<file path="config.mk">
export PLATFORM = sky130hd
export DESIGN_NAME = fcmp_max_reduce
export DESIGN_NICKNAME = d
export VERILOG_FILES = /design/src/rtl/fcmp_pkg.sv /design/src/rtl/fcmp_max_reduce_fcmplt.sv /design/src/rtl/fcmp_max_reduce.sv
export SDC_FILE = /design/constraint.sdc
export NUM_CORES = 1
export LEC_CHECK = 0
export ABC_CLOCK_PERIOD_IN_PS = 4400
export CAP_MARGIN = 5
export CORE_MARGIN = 3
export CORE_UTILIZATION = 52
export DETAILED_ROUTE_END_ITERATION = 10
export PLACE_DENSITY = 0.94
export SYNTH_ARGS = -nofsm -noshare
export SYNTH_HDL_FRONTEND = slang
export SYNTH_SLANG_ARGS = --single-unit
</file>
<file path="constraint.sdc">
create_clock -name clk -period 4.4 [get_ports clk]
set_clock_uncertainty 0.05 [all_clocks]
set_input_delay 0.66 -clock clk [delete_from_list [all_inputs] [get_ports clk]]
set_output_delay 0.66 -clock clk [all_outputs]
set_load 0.02 [all_outputs]
</file>
<file path="src/rtl/fcmp_pkg.sv">
// ---------------------------------------------------------------------------
// fcmp_pkg
//
// Shared definitions for the FloPoCo-format float compare/reduce blocks.
// A FloPoCo word of width W = WE + WF + 3 is laid out as:
//   [W-1:W-2]  exception field (zero / normal / inf / NaN)
//   [W-3]      sign
//   [W-4:WF]   biased exponent
//   [WF-1:0]   fraction
//
// Contents:
//   DEFAULT_WE / DEFAULT_WF / DEFAULT_W : default format widths
//   EXC_ZERO / EXC_NORMAL / EXC_INF / EXC_NAN : exception field encodings
//   state_t : control states of the max/argmax reducer
//   exc_is_nan : helper that flags an unordered exception field
// ---------------------------------------------------------------------------
package fcmp_pkg;

    localparam int DEFAULT_WE = 3;
    localparam int DEFAULT_WF = 3;
    localparam int DEFAULT_W  = DEFAULT_WE + DEFAULT_WF + 3;

    localparam logic [1:0] EXC_ZERO   = 2'b00;
    localparam logic [1:0] EXC_NORMAL = 2'b01;
    localparam logic [1:0] EXC_INF    = 2'b10;
    localparam logic [1:0] EXC_NAN    = 2'b11;

    typedef enum logic [1:0] {
        IDLE = 2'd0,
        ACC  = 2'd1,
        DONE = 2'd2
    } state_t;

    function automatic logic exc_is_nan(input logic [1:0] exc);
        return (exc == EXC_NAN);
    endfunction

endpackage

</file>
<file path="src/rtl/fcmp_max_reduce_fcmplt.sv">
// ---------------------------------------------------------------------------
// fcmplt
//
// Purely combinational "less than" comparator for FloPoCo-format floats.
//
// Ports:
//   X, Y       in   W   operands (W = WE + WF + 3)
//   unordered  out  1   at least one operand is NaN
//   XltY       out  1   X < Y; forced low whenever the pair is unordered
//
// Ordering: -inf < negative normals < (-0 == +0) < positive normals < +inf.
// Zeros carry no sign for ordering purposes, so +0 and -0 compare equal.
// ---------------------------------------------------------------------------
module fcmplt
    import fcmp_pkg::*;
#(
    parameter int WE = DEFAULT_WE,
    parameter int WF = DEFAULT_WF
) (
    input  logic [WE+WF+2:0] X,
    input  logic [WE+WF+2:0] Y,
    output logic             unordered,
    output logic             XltY
);

    localparam int W  = WE + WF + 3;
    localparam int EF = WE + WF;

    logic [1:0]    x_exc;
    logic [1:0]    y_exc;
    logic          x_sgn;
    logic          y_sgn;
    logic [EF-1:0] x_ef;
    logic [EF-1:0] y_ef;
    logic          x_neg;
    logic          y_neg;
    logic [EF+1:0] x_key;
    logic [EF+1:0] y_key;

    // Split both operands into fields and build a magnitude key.
    // The exception code sits on top of the key so that zero < any normal
    // < inf falls out of a plain unsigned compare; exponent/fraction bits
    // only matter for normals and are masked off for zero and inf.
    // A value counts as negative only when it is non-zero, which is what
    // makes -0 and +0 land on the same side and compare equal.
    always_comb begin
        x_exc = X[W-1:W-2];
        y_exc = Y[W-1:W-2];
        x_sgn = X[W-3];
        y_sgn = Y[W-3];
        x_ef  = X[EF-1:0];
        y_ef  = Y[EF-1:0];

        x_key = {x_exc, x_ef & {EF{x_exc == EXC_NORMAL}}};
        y_key = {y_exc, y_ef & {EF{y_exc == EXC_NORMAL}}};

        x_neg = x_sgn & (x_exc != EXC_ZERO);
        y_neg = y_sgn & (y_exc != EXC_ZERO);
    end

    // Decide the ordering. Mixed signs resolve on sign alone; equal signs
    // compare magnitude keys, reversing the sense for negative values.
    always_comb begin
        unordered = exc_is_nan(x_exc) | exc_is_nan(y_exc);
        XltY      = 1'b0;
        if (!unordered) begin
            case ({x_neg, y_neg})
                2'b10:   XltY = 1'b1;
                2'b01:   XltY = 1'b0;
                2'b00:   XltY = (x_key < y_key);
                2'b11:   XltY = (x_key > y_key);
                default: XltY = 1'b0;
            endcase
        end
    end

endmodule

</file>
<file path="src/rtl/fcmp_max_reduce.sv">
// ---------------------------------------------------------------------------
// fcmp_max_reduce
//
// Sequential max / argmax reducer for FloPoCo-format floats. One element is
// consumed per cycle over a valid/ready handshake; a single shared fcmplt
// instance compares the running maximum against the incoming element.
// After N elements the maximum, its index and a sticky NaN flag are
// presented and held until the consumer takes them.
//
// Ports:
//   clk        in   1      clock
//   rst_n      in   1      synchronous active-low reset
//   start      in   1      begin a reduction (only honoured in IDLE)
//   in_valid   in   1      element valid
//   in_ready   out  1      element accepted when in_valid & in_ready
//   in_data    in   W      element word
//   out_valid  out  1      result valid, held until out_ready
//   out_ready  in   1      result consumed
//   out_max    out  W      maximum element
//   out_idx    out  IDX_W  index of the maximum element
//   out_nan    out  1      at least one element was NaN
//   busy       out  1      high while accumulating or holding a result
// ---------------------------------------------------------------------------
module fcmp_max_reduce
    import fcmp_pkg::*;
#(
    parameter int WE    = DEFAULT_WE,
    parameter int WF    = DEFAULT_WF,
    parameter int N     = 4,
    parameter int IDX_W = (N > 1) ? $clog2(N) : 1
) (
    input  logic             clk,
    input  logic             rst_n,
    input  logic             start,
    input  logic             in_valid,
    output logic             in_ready,
    input  logic [WE+WF+2:0] in_data,
    output logic             out_valid,
    input  logic             out_ready,
    output logic [WE+WF+2:0] out_max,
    output logic [IDX_W-1:0] out_idx,
    output logic             out_nan,
    output logic             busy
);

    localparam int W     = WE + WF + 3;
    localparam int CNT_W = IDX_W + 1;

    localparam logic [CNT_W-1:0] LAST_CNT = CNT_W'(N - 1);

    state_t           state;
    logic [CNT_W-1:0] cnt;

    logic cmp_unordered;
    logic cmp_lt;
    logic max_is_nan;
    logic in_is_nan;
    logic replace_max;

    // The one shared comparator: the running maximum is always X and the
    // element currently on the input bus is always Y.
    fcmplt #(
        .WE (WE),
        .WF (WF)
    ) u_cmp (
        .X         (out_max),
        .Y         (in_data),
        .unordered (cmp_unordered),
        .XltY      (cmp_lt)
    );

    // Replacement decision for elements after the first. A strictly larger
    // element wins, so ties leave the earlier index in place. NaN never
    // replaces anything, except that a NaN sitting in the max register
    // (which can only have come from element 0) is displaced by the first
    // ordered element that follows it. cmp_lt is already low for any
    // unordered pair, so the two terms never overlap.
    always_comb begin
        max_is_nan  = exc_is_nan(out_max[W-1:W-2]);
        in_is_nan   = exc_is_nan(in_data[W-1:W-2]);
        replace_max = cmp_lt | (max_is_nan & ~in_is_nan);
    end

    // Control FSM, element counter and result registers in one place.
    // Handshake outputs are registered alongside the state so that in_ready,
    // out_valid and busy always change on the same edge as the state.
    // In ACC an element is accepted whenever in_valid is high; with
    // in_valid low nothing moves. The last accept (cnt == N-1) moves to DONE
    // on the same edge. Results are only written while accumulating, so they
    // stay frozen through DONE and the following IDLE until the next start.
    always_ff @(posedge clk) begin
        if (!rst_n) begin
            state     <= IDLE;
            cnt       <= '0;
            out_max   <= '0;
            out_idx   <= '0;
            out_nan   <= 1'b0;
            out_valid <= 1'b0;
            in_ready  <= 1'b0;
            busy      <= 1'b0;
        end else begin
            case (state)
                IDLE: begin
                    if (start) begin
                        state    <= ACC;
                        cnt      <= '0;
                        out_idx  <= '0;
                        out_nan  <= 1'b0;
                        in_ready <= 1'b1;
                        busy     <= 1'b1;
                    end
                end

                ACC: begin
                    if (in_valid) begin
                        cnt <= cnt + 1'b1;

                        if (cnt == '0) begin
                            out_max <= in_data;
                            out_idx <= '0;
                            if (in_is_nan) begin
                                out_nan <= 1'b1;
                            end
                        end else begin
                            if (replace_max) begin
                                out_max <= in_data;
                                out_idx <= cnt[IDX_W-1:0];
                            end
                            if (cmp_unordered) begin
                                out_nan <= 1'b1;
                            end
                        end

                        if (cnt == LAST_CNT) begin
                            state     <= DONE;
                            in_ready  <= 1'b0;
                            out_valid <= 1'b1;
                        end
                    end
                end

                DONE: begin
                    if (out_ready) begin
                        state     <= IDLE;
                        out_valid <= 1'b0;
                        busy      <= 1'b0;
                    end
                end

                default: begin
                    state     <= IDLE;
                    in_ready  <= 1'b0;
                    out_valid <= 1'b0;
                    busy      <= 1'b0;
                end
            endcase
        end
    end

endmodule

</file>
Word level (Yosys, flattened, before mapping):

Cells that the tools add are included.

* word-level logic and storage cells: 86
* bits in registers: 20
* output and inout bits: 15

* reduce and logical (&&, ||, !) cells: 15
* order comparisons: 2
* muxes and demuxes: 32
* bitwise gates (word level): 11
* $add $sub $neg: 1
* eq/ne operators: 17

Operator list (count)
* 2-to-1 mux 9 bit: 2
* 2-to-1 mux 2 bit: 8
* AND reduction 4 bit: 4
* bitwise AND 6 bit: 2
* 2-to-1 mux 1 bit: 12
* equality test 2 bit (second input constant): 5
* != test 3 bit (second input constant): 3
* one-hot mux 1 bit (3 select lines): 3
* AND reduction 3 bit: 3
* equality test 2 x 1 -> 1 bit (second input constant): 4
* > comparator 8 bit: 1
* less-than comparator 8 bit: 1
* != test 2 bit (second input constant): 4
* nonzero test 2 bit: 4
* 2-to-1 mux 3 bit: 2
* one-hot mux 2 bit (3 select lines): 1
* one-hot mux 3 bit (2 select lines): 1
* AND reduction 5 bit: 1
* logical NOT 2 bit: 2
* NOT 1 bit: 4
* one-hot mux 1 bit (4 select lines): 1
* one-hot mux 2 bit (2 select lines): 1
* adder 3 x 1 -> 3 bit (second input constant): 1
* bitwise AND 1 bit: 3
* other kinds (4): 5

Depth between registers and ports, before layout:

Gate-level depths: netlist of run 1.

* word-level depth: 10
* gate-level depth with buffers: 11
* depth with buffers taken out: 10

By module:

A second synthesis of run 1 with hierarchy kept.

* cells, all modules: 148
* area total of the unflattened synthesis: 1242.4 sq um

By module, submodules not included
* fcmp_max_reduce: instances 1, sequential area each 400.4 sq um, cells each 106, area an instance 939.7 sq um
* fcmplt: instances 1, sequential area each 0.0 sq um, cells each 42, area an instance 302.8 sq um

Worst setup path before layout of run 1:

OpenSTA, ideal clock, no wires.

* kind: input to register
* from: input port in_data[7]
* to: register out_max[0]
* buffers on the path: 1
* stages: 11
* setup slack: 1.976 ns
* arrival: 2.302 ns
* required time: 4.278 ns
* cells stage by stage: inv_1 > nor2_1 > nand2_1 > ha_1 > nor2b_1 > o211ai_1 > a211o_1 > o211ai_2 > a21oi_2 > buf_6 > mux2i_1

* cells in the longest elaborated chain, start to end: 8

RTL lines
* start, declared: line fcmp_max_reduce.sv:37 `input logic [WE+WF+2:0] in_data,`
* equality test 2 x 1 -> 1 bit / nonzero test 2 bit (equally long branches): line fcmp_max_reduce_fcmplt.sv:55, fcmp_max_reduce_fcmplt.sv:58
* bitwise AND 6 bit / bitwise AND 1 bit (equally long branches): line fcmp_max_reduce_fcmplt.sv:55, fcmp_max_reduce_fcmplt.sv:58
* > comparator 8 bit (tied with other cells): line fcmp_max_reduce_fcmplt.sv:71 `2'b11: XltY = (x_key > y_key);`
* one-hot mux 1 bit (4 select lines): line fcmp_max_reduce_fcmplt.sv:67 `case ({x_neg, y_neg})`
* 2-to-1 mux 1 bit: line fcmp_max_reduce_fcmplt.sv:66 `if (!unordered) begin`
* bitwise OR 1 bit *: line fcmp_max_reduce.sv:81 `replace_max = cmp_lt | (max_is_nan & ~in_is_nan);`
* nonzero test 2 bit (no line) *
* AND reduction 3 bit (no line) *
* end signal, assigned: line fcmp_max_reduce.sv:119 `out_max <= in_data;`
* end signal, assigned: line fcmp_max_reduce.sv:126 `out_max <= in_data;`
* end, declared: line fcmp_max_reduce.sv:40 `output logic [WE+WF+2:0] out_max,`

Every way passes the cells marked *; elsewhere a longest branch is shown, timed or not.
A chain may end at the register's enable or synchronous reset.

Final worst setup path of run 1:

Same ends and word-level chain as after synthesis.

==> impl_table.tex, run 1 <==
\begin{tabular}{lr}
\hline
Metric & Value \\
\hline
\multicolumn{2}{l}{\textbf{Finish}} \\
Antenna cells & 0 \\
Fraction of final layout cells with drive strength greater than 1 & 5.26\% \\
Synthesis-to-finish area growth & 29.1\% \\
Number of nets in the layout & 197 \\
Final core occ & 74.4\% \\
\multicolumn{2}{l}{\textbf{Timing}} \\
Final min period & 3360 ps \\
Setup repair after global routing missed its margin & no \\
Count of final setup violators & 0 \\
Total negative setup slack & 0 ps \\
Final critical-path share of the clock period & 76.4\% \\
Transition at the pin with the smallest max-transition slack & 793 ps \\
Final hold violation count & 0 \\
Total count of max-transition violations in the final report & 0 \\
Rel. slew slack & 47.0\% \\
Highest achievable clock rate & 297 MHz \\
\multicolumn{2}{l}{\textbf{Global route}} \\
Pin count of the biggest net entering global routing & 25 \\
Most Crowded Layer GR & met2 \\
First-pass GRT wire length & 4600 µm \\
Met3 global-route usage & 4.71\% \\
Overflow left after global routing & 0 \\
Vias in the first global route & 1053 \\
Met1 GRT Util & 26.9\% \\
Met2 Use GR & 36.5\% \\
Global routing usage summed across all routing layers & 22.2\% \\
Antenna violations before repair & 0 \\
\multicolumn{2}{l}{\textbf{Routing}} \\
Sum of routed wire length over all layers & 2800 µm \\
DRT iter0 DRCs & 36 \\
Wire length per cell & 14.1 µm \\
Via density per instance & 5.62 \\
Antenna-violating nets left & 0 \\
Iteration count of the initial detailed-routing pass & 4 \\
Vias after detailed routing & 1113 \\
Number of remaining DRC errors & 0 \\
\multicolumn{2}{l}{\textbf{Power}} \\
Net Sw Power & 0.107 mW \\
Switching power as a share of total power & 25.2\% \\
Combinational power share & 18.8\% \\
Largest vdd supply drop & 225 µV \\
Design internal power & 0.318 mW \\
P\_leak & 0.604 nW \\
Share of total power in sequential cells & 45.9\% \\
Total design power & 0.425 mW \\
Clock network power share & 35.2\% \\
Power density over cell area & 280 nW/µm² \\
\multicolumn{2}{l}{\textbf{Floorplan}} \\
Top-level I/O count & 29 \\
Width of the chip & 53.6 µm \\
Core area & 2040 µm² \\
Total Die Area & 2870 µm² \\
Vertical die dimension & 53.6 µm \\
Cell row count & 16 \\
Effective utilization at floorplan & 57.6\% \\
\multicolumn{2}{l}{\textbf{Critical path}} \\
Maximum fanout count along the critical path & 9 \\
Worst-path cell with the longest stage delay & sky130\_fd\_sc\_hd\_\_clkdlybuf4s50\_1 \\
Kind of end point of the critical path & flip-flop \\
Reg-to-reg setup timing slack & 1580 ps \\
Worst setup path endpoint & out\_max[0] \\
Start of the worst register-to-register path & out\_max[8] \\
Largest stage delay, worst path & 570 ps \\
Critical path launch point type & input pin \\
Worst Path Required & 4580 ps \\
Worst reg2reg endpoint & out\_max[0] \\
Critical path type & input pin to flip-flop \\
Cells on worst reg2reg path & 9 \\
CP startpoint & in\_data[7] \\
Arrival time worst endpoint & 3550 ps \\
CP Cell Sequence & clkdlybuf4s50\_1, inv\_1, nor2\_1, nand2\_1, ha\_1, nor2b\_1, o211ai\_1, a211o\_1, o211ai\_2, a21oi\_2, mux2i\_1 \\
\multicolumn{2}{l}{\textbf{Logic synthesis}} \\
Yosys Warn Count & 0 \\
Post-synthesis xor/xnor area fraction & 0\% \\
Sequential fraction of the synthesis area & 34.0\% \\
Average instance area after synthesis & 8.22 µm² \\
Main combinational cell family by area after synthesis & simple AND/OR/NAND/NOR gates \\
Synthesized instance count & 143 \\
Synth Area in Adders & 12.7\% \\
Post-synthesis share of cell area spent on and, or, nand and nor gates & 21.3\% \\
Mux cell area share after synthesis & 8.62\% \\
Syn nets & 168 \\
Number of distinct standard cells referenced by the synthesized netlist & 32 \\
Post-synthesis compound-gate area fraction & 18.5\% \\
Flop and latch count out of synthesis & 20 \\
Post-synthesis instance area & 1180 µm² \\
\multicolumn{2}{l}{\textbf{Placement}} \\
Estimated wirelength of the detail-placed design & 2200 µm \\
Final RePlAce weighted congestion & 0.936 \\
I/O Buffers & 28 \\
\multicolumn{2}{l}{\textbf{Clocking}} \\
CTS tree & yes \\
Clk root buf & sky130\_fd\_sc\_hd\_\_clkbuf\_4 \\
Clock Tree Buf Depth & 2 \\
CTS clk-pin slew, worst paths & 110 ps \\
Number of buffers created by CTS & 3 \\
Worst-skew pair later-pin latency & 310 ps \\
H-tree lvl count & 1 \\
Post-CTS setup repair buffer count & 0 \\
Cts hold-fix bufs & 0 \\
Post-cts sizing count & 0 \\
Num Clock Sinks & 20 \\
\multicolumn{2}{l}{\textbf{Hold path}} \\
Worst Hold Class & flip-flop to flip-flop \\
\multicolumn{2}{l}{\textbf{Flow run}} \\
Maximum Capacitance Violations & 0 \\
\multicolumn{2}{l}{\textbf{Run status}} \\
Status & finished clean \\
\hline
\end{tabular}
[per-layer routing]
| layer | vias to the layer above | share of wire [%] | wire length, µm |
|---|---|---|---|
| li1 | 554 | - | - |
| met1 | 515 | 44 | 1240 |
| met2 | 34 | 48 | 1350 |
| met3 | 10 | 5.1 | 143 |
| met4 | 0 | 2.5 | 69 |
| met5 | - | 0 | 0 |
[critical path, delay by kind of cell]
| family | cells | cell delay [ps] |
|---|---|---|
| adders and majority gates | 1 | 300 |
| AOI/OAI and AO/OA | 4 | 1060 |
| muxes | 1 | 290 |
| buffers and inverters | 2 | 660 |
| and+or+nand+nor | 3 | 550 |
[layout by cell type (no fill, tap or decap), types with 2 or more instances in the layout]
master                            count
sky130_fd_sc_hd__a21oi_1              9
sky130_fd_sc_hd__and2_1               6
sky130_fd_sc_hd__nand2_1             30
sky130_fd_sc_hd__nor3_1               2
sky130_fd_sc_hd__nand2b_1             2
sky130_fd_sc_hd__a31oi_1              3
sky130_fd_sc_hd__o21ai_0              4
sky130_fd_sc_hd__clkdlybuf4s50_1     28
sky130_fd_sc_hd__a22o_1               3
sky130_fd_sc_hd__ha_1                11
sky130_fd_sc_hd__mux2i_1              9
sky130_fd_sc_hd__inv_1                9
sky130_fd_sc_hd__dfxtp_1             20
sky130_fd_sc_hd__clkbuf_4             3
sky130_fd_sc_hd__nand4_1              2
sky130_fd_sc_hd__o211ai_1             2
sky130_fd_sc_hd__a32oi_1              2
sky130_fd_sc_hd__nor2_1              12
[layout make-up]
| cell class | count | area (µm²) |
|---|---|---|
| Multi-Input combinational cell | 110 | 718 |
| Fill cell | 163 | 523 |
| Sequential cell | 20 | 400 |
| Timing Repair Buffer | 28 | 280 |
| Inverter | 9 | 33.8 |
| Tap cell | 27 | 33.8 |
| Clock inverter | 1 | 30.0 |
| Clock buffer | 3 | 22.5 |
[registers in the layout, summed over array words and instances, names as in the netlist]
name and count:
in_ready 1, out_nan 1, state 2, out_max 9, out_valid 1, busy 1
out_idx 2, cnt 3
[worst min-delay path by stage]
stage / from / end / slack [ps] / depth (start not counted)
6_report: out_max[1] / out_max[1] / 430 / 2
5_1_grt: out_max[3] / out_max[3] / 460 / 2
4_1_cts: out_max[1] / out_max[1] / 430 / 2
3_5_place_dp: out_max[1] / out_max[1] / 410 / 2
3_3_place_gp: out_max[1] / out_max[1] / 410 / 2
2_1_floorplan: cnt[2] / cnt[2] / 400 / 2
[cells in the mapped netlist, drive strengths merged]
master	n	area, µm²
and2b	1	7.51
o21ai	4	20.0
a2bb2oi	1	8.76
o221a	1	11.3
o211ai	3	27.5
inv	9	33.8
dfxtp	20	400
nor2	12	45.0
a21oi	10	53.8
clkbuf	2	7.51
a32oi	2	17.5
o32a	1	10.0
a211o	1	8.76
a22o	3	26.3
buf	2	16.3
maj3	1	11.3
ha	11	138
nor2b	1	6.26
and2	6	37.5
nand2b	2	12.5
a31oi	3	18.8
nor3	2	10.0
o21a	1	7.51
nand4	2	12.5
a211oi	1	7.51
and3	1	6.26
mux2	1	11.3
nand2	30	113
mux2i	9	90.1
[kinds of logic after synthesis]
group | after synthesis
adder cells (fa/ha/maj) | 12
AND/OR/NAND/NOR | 57
multiplexers | 10
flip-flops | 20
AO/OA/AOI/OAI | 31
buffers and inverters | 13
[through the flow]
stage          hold slack [ps]  instances  setup WS, ps  cell area, µm²
5_1_grt                    462        198           807            1520
6_report                   428        198          1040            1520
3_5_place_dp               414        194           738            1470
3_3_place_gp               408        194           946            1470
4_1_cts                    431        198          1070            1520
2_1_floorplan              404        143          1980            1180
[power groups by stage]
stage	sequential (mW)	combinational, mW	clock, mW
floorplan	0.203	0.0404	0
global placement	0.199	0.0760	0
detailed placement	0.199	0.0792	0
CTS	0.195	0.0796	0.154
global route	0.197	0.0874	0.162
finish	0.195	0.0801	0.150
(Power assumes the default switching activity.)
==> run 2, diff against run 1 <==
Settings changed: ABC_CLOCK_PERIOD_IN_PS 4400 to 2760, CORE_UTILIZATION 52 to 44, PLACE_DENSITY 0.94 to 0.85.
Clock period 4.4 ns to 2.76 ns, I/O delays scaled along.
==> run 2 against run 1 <==
Global-route usage shrank 4.0 points. Clock power grew 65%. Non-clock buffer count up 6. Sequential cell count unchanged. Register-to-register slack got worse by 1400 ps. Critical path type is now flip-flop to flip-flop. Largest power group unchanged.
==> impl_table.tex, run 2 (same netlist as run 1, synthesis figures left out) <==
\begin{tabular}{lr}
\hline
Metric & Value \\
\hline
\multicolumn{2}{l}{\textbf{Run status}} \\
Status & finished clean \\
\multicolumn{2}{l}{\textbf{Placement}} \\
Estimated wirelength of the detail-placed design & 2210 µm \\
Placed Area & 1520 µm² \\
Worst slack at placement & -214 ps \\
Final RePlAce weighted congestion & 0.847 \\
I/O Buffers & 28 \\
\multicolumn{2}{l}{\textbf{Finish}} \\
Top Registers & out\_max: 9 flops, cnt: 3 flops \\
Final core occ & 63.0\% \\
Leading cell type in the layout, fill and taps excluded & sky130\_fd\_sc\_hd\_\_nand2\_1 \\
Antenna cells & 0 \\
Top register by number of flip-flops & out\_max \\
Number of nets in the layout & 203 \\
Commonest cells after routing, fill and taps aside & sky130\_fd\_sc\_hd\_\_nand2\_1 (30), sky130\_fd\_sc\_hd\_\_clkdlybuf4s50\_1 (28), sky130\_fd\_sc\_hd\_\_dfxtp\_1 (20) \\
Final design area excluding fillers & 1580 µm² \\
Max reg flops & 9 \\
Fraction of final layout cells with drive strength greater than 1 & 9.04\% \\
Synthesis-to-finish area growth & 33.9\% \\
\multicolumn{2}{l}{\textbf{Timing}} \\
Total count of max-transition violations in the final report & 0 \\
Final min period & 2560 ps \\
Rel. slew slack & 77.5\% \\
Final critical-path share of the clock period & 92.7\% \\
Final setup slack of the worst path & 201 ps \\
Setup repair after global routing missed its margin & no \\
Transition at the pin with the smallest max-transition slack & 335 ps \\
Count of final setup violators & 0 \\
Highest achievable clock rate & 391 MHz \\
Final hold violation count & 0 \\
\multicolumn{2}{l}{\textbf{Critical path}} \\
Critical path type & flip-flop to flip-flop \\
Critical path launch point type & flip-flop \\
Worst Path Required & 2960 ps \\
Arrival time worst endpoint & 2760 ps \\
Maximum fanout count along the critical path & 7 \\
Kind of end point of the critical path & flip-flop \\
\multicolumn{2}{l}{\textbf{Flow run}} \\
Maximum Capacitance Violations & 0 \\
\multicolumn{2}{l}{\textbf{Power}} \\
Clock network power share & 35.7\% \\
Net Sw Power & 0.180 mW \\
Design internal power & 0.513 mW \\
Switching power as a share of total power & 25.9\% \\
Combinational power share & 19.4\% \\
P\_leak & 0.635 nW \\
Power density over cell area & 440 nW/µm² \\
Share of total power in sequential cells & 44.9\% \\
Largest vdd supply drop & 419 µV \\
\multicolumn{2}{l}{\textbf{Floorplan}} \\
Effective utilization at floorplan & 47.0\% \\
Width of the chip & 57.7 µm \\
Cell row count & 18 \\
Core area & 2500 µm² \\
Vertical die dimension & 57.7 µm \\
Total Die Area & 3330 µm² \\
Top-level I/O count & 29 \\
\multicolumn{2}{l}{\textbf{Clocking}} \\
CTS clk-pin slew, worst paths & 120 ps \\
Clk root buf & sky130\_fd\_sc\_hd\_\_clkbuf\_4 \\
CTS tree & yes \\
Number of buffers created by CTS & 3 \\
Cts hold-fix bufs & 0 \\
Clock Tree Buf Depth & 2 \\
Num Clock Sinks & 20 \\
H-tree lvl count & 1 \\
Worst-skew pair later-pin latency & 310 ps \\
\multicolumn{2}{l}{\textbf{Routing}} \\
DRT iter0 DRCs & 49 \\
Sum of routed wire length over all layers & 2810 µm \\
Number of remaining DRC errors & 0 \\
Wire length per cell & 13.6 µm \\
Vias after detailed routing & 1135 \\
Iteration count of the initial detailed-routing pass & 4 \\
Antenna-violating nets left & 0 \\
Via density per instance & 5.48 \\
\multicolumn{2}{l}{\textbf{Global route}} \\
Vias in the first global route & 1099 \\
Pin count of the biggest net entering global routing & 25 \\
Global routing usage summed across all routing layers & 18.2\% \\
Antenna violations before repair & 0 \\
First-pass GRT wire length & 4820 µm \\
Overflow left after global routing & 0 \\
\multicolumn{2}{l}{\textbf{Hold path}} \\
Worst Hold Class & flip-flop to flip-flop \\
\hline
\end{tabular}
## run 2: changes by cell type in the layout (fill, tap and decap cells not counted), sizes merged
| cell | delta |
|---|---|
| buf | +6 |
## run 2: final timing paths
| check | slack, ps | to | from | cells after the start |
|---|---|---|---|---|
| worst min-delay path | 440 | out_max[3] | out_max[3] | 2 |
| worst max register to register | 200 | out_max[0] | out_max[8] | 10 |
| worst max-delay path | 200 | out_max[0] | out_max[8] | 10 |
| worst min register to register | 440 | out_max[3] | out_max[3] | 2 |
## run 2: timing repair
item	CTS	global route
setup buffers	0	0
endpoints found under the setup margin	0	10
resized for setup	0	2
## run 2: per-stage QoR
step	hold WS, ps	instances	power, mW	TNS (ps)
after detailed placement	415	203	0.449	-1870
after global placement	405	203	0.445	-425
final	437	207	0.692	0
after CTS	440	207	0.694	0
after global routing	461	207	0.730	0
after floorplan	404	143	0.389	0
## run 2: worst max-delay path, cell delays in order, from the launching register on
cell and delay (ps):
sky130_fd_sc_hd__dfxtp_1 460, sky130_fd_sc_hd__and2b_1 270, sky130_fd_sc_hd__and2_1 200, sky130_fd_sc_hd__ha_1 310
sky130_fd_sc_hd__a21oi_1 140, sky130_fd_sc_hd__o21a_1 140, sky130_fd_sc_hd__a2bb2oi_1 220, sky130_fd_sc_hd__o211ai_2 140
sky130_fd_sc_hd__a21oi_2 180, sky130_fd_sc_hd__buf_4 170, sky130_fd_sc_hd__mux2i_1 200
## run 2: metal layers
metal	up-vias	part of all wire (%)	track usage [%]
met2	34	49	29.7
met4	0	2.6	7.62
met5	-	0	0
met1	526	44	24.0
li1	568	-	-
met3	7	4.1	2.67
## run 2: final cells by class
cell class,instances,area (µm²)
multi-input combinational,110,726
sequential,20,400
timing repair buffer,34,325
tap,30,37.5
clock inverter,1,30.0
inverter,9,33.8
fill,204,925
clock buffer,3,22.5
## run 2: power groups by stage
stage | combinational [mW] | sequential (mW) | clock [mW]
2_1_floorplan | 0.0644 | 0.324 | 0
6_report | 0.134 | 0.311 | 0.247
4_1_cts | 0.133 | 0.311 | 0.250
5_1_grt | 0.147 | 0.313 | 0.270
3_3_place_gp | 0.128 | 0.317 | 0
3_5_place_dp | 0.132 | 0.317 | 0
